[src/rtl/alu_pkg.sv]
`default_nettype none
// ============================================================================
// alu_pkg : opcodes, flag indices and controller state shared with the ALU.
// Rev 1.0
// ============================================================================
package alu_pkg;

  localparam logic [3:0] OP_ADD  = 4'b0000;
  localparam logic [3:0] OP_SUB  = 4'b0001;
  localparam logic [3:0] OP_MUL  = 4'b0010;
  localparam logic [3:0] OP_DIV  = 4'b0011;
  localparam logic [3:0] OP_AND  = 4'b0100;
  localparam logic [3:0] OP_OR   = 4'b0101;
  localparam logic [3:0] OP_NAND = 4'b0110;
  localparam logic [3:0] OP_NOR  = 4'b0111;
  localparam logic [3:0] OP_XOR  = 4'b1000;
  localparam logic [3:0] OP_XNOR = 4'b1001;
  localparam logic [3:0] OP_EQ   = 4'b1010;
  localparam logic [3:0] OP_GT   = 4'b1011;
  localparam logic [3:0] OP_LT   = 4'b1100;
  localparam logic [3:0] OP_SHR  = 4'b1101;
  localparam logic [3:0] OP_SHL  = 4'b1110;
  localparam logic [3:0] OP_NOP  = 4'b1111;

  localparam int FLAG_CARRY = 0;
  localparam int FLAG_ARITH = 1;
  localparam int FLAG_LOGIC = 2;
  localparam int FLAG_CMP   = 3;
  localparam int FLAG_SHIFT = 4;

  localparam int WAIT_W = 3;

  typedef enum logic [1:0] {
    ST_IDLE = 2'd0,
    ST_EXEC = 2'd1,
    ST_CAPT = 2'd2,
    ST_RESP = 2'd3
  } state_t;

  // Commands the ALU must never see: divide-by-zero and the unused opcode.
  function automatic logic is_illegal(input logic [3:0] fun, input logic [15:0] b);
    return (fun == OP_NOP) || ((fun == OP_DIV) && (b == 16'h0000));
  endfunction

endpackage
`default_nettype wire

[src/rtl/alu_cmd_ctrl.sv]
`default_nettype none
// ============================================================================
// alu_cmd_ctrl : issues screened commands to the registered ALU and returns
//                the captured result and flags over a valid/ready response.
// Rev 1.0
// ============================================================================
module alu_cmd_ctrl
  import alu_pkg::*;
#(
  parameter int ALU_LAT = 1,
  parameter int CNT_W   = 16
) (
  input  logic             clk,
  input  logic             rst_n,
  input  logic             cmd_valid,
  output logic             cmd_ready,
  input  logic [3:0]       cmd_fun,
  input  logic [15:0]      cmd_a,
  input  logic [15:0]      cmd_b,
  output logic [15:0]      alu_a,
  output logic [15:0]      alu_b,
  output logic [3:0]       alu_fun,
  input  logic [15:0]      alu_out,
  input  logic [4:0]       alu_flags,
  output logic             rsp_valid,
  input  logic             rsp_ready,
  output logic [15:0]      rsp_data,
  output logic [4:0]       rsp_flags,
  output logic             rsp_err,
  output logic [CNT_W-1:0] op_count
);

  localparam logic [WAIT_W-1:0] LAST_WAIT = WAIT_W'(ALU_LAT - 1);

  state_t            state_q;
  logic [WAIT_W-1:0] wait_q;
  logic              cmd_ready_q;
  logic [15:0]       alu_a_q;
  logic [15:0]       alu_b_q;
  logic [3:0]        alu_fun_q;
  logic              rsp_valid_q;
  logic [15:0]       rsp_data_q;
  logic [4:0]        rsp_flags_q;
  logic              rsp_err_q;
  logic [CNT_W-1:0]  op_count_q;

  always_ff @(posedge clk or negedge rst_n) begin
    if (!rst_n) begin
      state_q     <= ST_IDLE;
      wait_q      <= '0;
      cmd_ready_q <= 1'b1;
      alu_a_q     <= '0;
      alu_b_q     <= '0;
      alu_fun_q   <= OP_NOP;
      rsp_valid_q <= 1'b0;
      rsp_data_q  <= '0;
      rsp_flags_q <= '0;
      rsp_err_q   <= 1'b0;
      op_count_q  <= '0;
    end else begin
      case (state_q)
        ST_IDLE: begin
          if (cmd_valid) begin
            cmd_ready_q <= 1'b0;
            if (is_illegal(cmd_fun, cmd_b)) begin
              // Rejected commands bypass the ALU entirely; alu_fun stays NOP.
              state_q     <= ST_RESP;
              rsp_valid_q <= 1'b1;
              rsp_err_q   <= 1'b1;
              rsp_data_q  <= '0;
              rsp_flags_q <= '0;
            end else begin
              state_q   <= ST_EXEC;
              wait_q    <= '0;
              alu_a_q   <= cmd_a;
              alu_b_q   <= cmd_b;
              alu_fun_q <= cmd_fun;
            end
          end
        end

        ST_EXEC: begin
          if (wait_q == LAST_WAIT) begin
            state_q <= ST_CAPT;
          end else begin
            wait_q <= wait_q + 3'd1;
          end
        end

        ST_CAPT: begin
          state_q     <= ST_RESP;
          rsp_data_q  <= alu_out;
          rsp_flags_q <= alu_flags;
          rsp_err_q   <= 1'b0;
          rsp_valid_q <= 1'b1;
          alu_fun_q   <= OP_NOP;
        end

        ST_RESP: begin
          // The IDLE cycle after consume keeps accept and consume on separate edges.
          if (rsp_ready) begin
            state_q     <= ST_IDLE;
            rsp_valid_q <= 1'b0;
            cmd_ready_q <= 1'b1;
            op_count_q  <= op_count_q + CNT_W'(1);
          end
        end

        default: begin
          state_q     <= ST_IDLE;
          cmd_ready_q <= 1'b1;
          rsp_valid_q <= 1'b0;
          alu_fun_q   <= OP_NOP;
        end
      endcase
    end
  end

  assign cmd_ready = cmd_ready_q;
  assign alu_a     = alu_a_q;
  assign alu_b     = alu_b_q;
  assign alu_fun   = alu_fun_q;
  assign rsp_valid = rsp_valid_q;
  assign rsp_data  = rsp_data_q;
  assign rsp_flags = rsp_flags_q;
  assign rsp_err   = rsp_err_q;
  assign op_count  = op_count_q;

endmodule
`default_nettype wire

[config.mk]
export PLATFORM = sky130hd
export DESIGN_NAME = alu_cmd_ctrl
export DESIGN_NICKNAME = d
export VERILOG_FILES = /design/src/rtl/alu_pkg.sv /design/src/rtl/alu_cmd_ctrl.sv
export SDC_FILE = /design/constraint.sdc
export NUM_CORES = 1
export LEC_CHECK = 0
export CAP_MARGIN = 20
export CORE_MARGIN = 8
export CORE_UTILIZATION = 44
export DETAILED_ROUTE_END_ITERATION = 16
export PLACE_DENSITY = 0.83
export RECOVER_POWER = 50
export SKIP_LAST_GASP = 1
export SYNTH_ARGS = -nofsm -noshare
export SYNTH_HDL_FRONTEND = slang
export SYNTH_SLANG_ARGS = --single-unit
[constraint.sdc]
create_clock -name clk -period 1.91 [get_ports clk]
set_input_delay 0.191 -clock clk [delete_from_list [all_inputs] [get_ports clk]]
set_output_delay 0.191 -clock clk [all_outputs]
set_load 0.01 [all_outputs]
==> impl_metrics.json <==
{
  "dp_hpwl_um": 7580,
  "synth_seq_cells": 81,
  "vias_per_cell": 5.03,
  "final_common_cell": "nand2_1",
  "yosys_warnings": 0,
  "drive_above_1_share_pct": 16.3,
  "routed_wirelength_um": 9810,
  "status": "finished clean",
  "syn_to_final_growth_pct": 55.8,
  "holdCritPathClass": "in2reg",
  "finalCritPeriodShare_pct": 92.0,
  "synth_edf_count": 0,
  "vdd_drop_max_mv": 0.692,
  "gr-usage-met1_pct": 21.9,
  "async_reset_ff_share_pct": 100,
  "die_w_um": 105,
  "first_pass_iters": 6,
  "cap_violations": 0,
  "cpPeakStageDelay_ns": 0.46,
  "netlist_area_sq_um": 3490,
  "clkPwrFrac_pct": 18.5,
  "rsz0062_at_grt": "false",
  "yosys_most_used_dff": "dfrtp_1",
  "min_path_cells": 3,
  "path_class": "in2reg",
  "drcViolationCount": 0,
  "wl_per_cell_um": 16.3,
  "gp_congestion": 0.805,
  "top_usage_layer": "met2",
  "clockBufferDepth": 2,
  "end_kind": "register",
  "p_total_mw": 7.55,
  "fmax_mhz": 569,
  "slew_viol_final": 0,
  "num_vias": 3017,
  "switching_share_pct": 34.5,
  "yosysUniqueCellTypes": 42,
  "clock_latency_ns": 0.34,
  "cts_buffers": 9,
  "start_util_pct": 45.4,
  "drt_iter0_drc": 128,
  "grt_first_pass_wirelength_um": 16300,
  "cts_root_buf": "clkbuf_8",
  "crit_slowest_cell": "clkdlybuf4s50_1",
  "grt_pass1_vias": 3148,
  "period_needed_ns": 1.76,
  "dieArea_sq_um": 11000,
  "die_h_um": 105,
  "mostFrequentLayoutCells": "109 x nand2_1, 103 x clkdlybuf4s50_1, 76 x dfrtp_1",
  "seq_power_share_pct": 36.2,
  "final_util_pct": 70.7,
  "p_leak_nw": 2.53,
  "antennaDiodeCount": 0,
  "tritoncts": "yes",
  "antenna_found_initial": 0,
  "io_buffers": 136,
  "ctsHtreeMaxLevel": 3,
  "combPwrFrac_pct": 45.3,
  "timing.critical_path.from_type": "input pin",
  "grt_max_degree": 48,
  "critical_path.cell_chain": "clkdlybuf4s50_1, nor4_2, nand3_1, o211ai_2, and3_4, a22o_2",
  "ios": 137,
  "syn-instance-count": 330,
  "critical_path.max_fanout": 21,
  "row_count": 32,
  "gr-total-overflow": 0,
  "max-slew-margin-rel_pct": 33.8,
  "yosysSeqAreaShare_pct": 58.3,
  "hold_violations": 0,
  "core_sq_um": 7690,
  "critPathRequiredTime_ns": 2.18,
  "clk_pin_slew_ns": 0.08,
  "met2_usage_pct": 30.0,
  "setup_tns_ns": 0,
  "syn-num-nets": 398,
  "nets": 561,
  "skew_ns": 0.0120,
  "use_met3_pct": 4.05,
  "worst_pin_slew_ns": 0.993,
  "p_sw_mw": 2.60,
  "syn_area_per_cell_sq_um": 10.6,
  "setup_viol": 0,
  "worstPathArrival_ns": 2.03,
  "grt_usage_pct": 17.8,
  "ant_nets": 0,
  "reg2regPathDepth": 7,
  "intPower_mw": 4.95,
  "clock_sinks": 81,
  "powerDensity_nw_per_um2": 1390
}
==> layout make-up <==
cell class              count  area (sq um)
inverters                  10          37.5
flip-flops and latches     81          2030
clock inverters             6          90.1
clock buffers              10           138
fillers                   567          2260
repair buffers            165          1660
multi-input cells         226          1350
well taps                 102           128
==> routing by layer <==
| metal | wire length [um] | share of wire [%] |
|---|---|---|
| met1 | 4050 | 41 |
| met3 | 551 | 5.6 |
| met4 | 152 | 1.5 |
| met5 | 0 | 0 |
| met2 | 5060 | 52 |
==> sequential cells by signal, summed over array words and instances (netlist names) <==
| register | flops |
|---|---|
| alu_a | 16 |
| wait_q | 3 |
| alu_b | 16 |
| cmd_ready | 1 |
| rsp_data | 16 |
| alu_fun | 4 |
| rsp_flags | 5 |
| state_q | 2 |
| op_count | 16 |
| rsp_valid | 1 |
| rsp_err | 1 |
==> synthesized netlist by cell type (3+ instances only) <==
library cell,number,share of area [%]
xor2_1,4,1.0
clkbuf_1,5,0.54
a22o_2,20,5.7
dfstp_2,5,3.8
xnor2_1,11,2.8
nand4_1,6,1.1
nand2_1,109,12
o21ai_0,6,0.86
o22a_1,4,1.0
buf_4,3,0.65
nor4_1,3,0.54
dfrtp_1,76,55
inv_1,10,1.1
nor3_1,3,0.43
nor2_1,11,1.2
buf_6,4,1.3
a21oi_1,6,0.86
nand3_1,7,1.0
ha_1,7,2.5
==> worst paths after layout <==
kind,from,to,slack (ns)
setup / recovery,cmd_b[10],rsp_flags[0],0.15
hold / removal,cmd_a[10],alu_a[10],0.37
setup reg to reg,state_q[0],wait_q[1],0.16
hold reg to reg,alu_a[15],alu_a[15],0.47
max in group asynchronous,rst_n,alu_a[15],0.41
min in group asynchronous,rst_n,rsp_data[4],0.53
==> power by group through the flow <==
stage	registers [mW]	logic, mW	clock network, mW
finish	2.73	3.42	1.40
global route	2.82	3.75	1.50
CTS	2.75	3.57	1.43
floorplan	2.98	1.46	0
detailed placement	2.76	3.56	0
global placement	2.73	3.44	0
==> logic make-up (layout without fill, tap and decap cells) <==
group	after synthesis	after routing	share of synthesized area (%)
AND/OR/NAND/NOR	153	153	19.2
flip-flops	81	81	58.3
AO/OA/AOI/OAI	48	48	11.7
buffers and inverters	23	191	3.70
XOR/XNOR	15	15	3.77
adder cells (fa/ha/maj)	7	7	2.51
multiplexers	3	3	0.897
==> worst max-delay path: cells and delay by family <==
family	cells	cell delay, ns
buffers and inverters	1	0.46
and+or+nand+nor	3	0.91
AOI/OAI and AO/OA	2	0.45
==> per-stage QoR <==
step | setup slack [ns] | hold slack, ns | instance area (sq um) | cells
after detailed placement | -0.275 | 0.0752 | 5190 | 583
after CTS | 0.0845 | 0.243 | 5430 | 600
after global routing | 0.0116 | 0.374 | 5430 | 600
after floorplan | 0.184 | -0.105 | 3490 | 330
final | 0.153 | 0.372 | 5430 | 600
after global placement | -0.138 | 0.0725 | 5190 | 583
==> what timing repair did <==
item                                   CTS  global route
hold buffers                             1             0
gates resized for setup                  0             3
endpoints found under the hold margin   17             0
setup endpoints to repair                0            22
buffers inserted                         0             0
(Power assumes the default switching activity.)
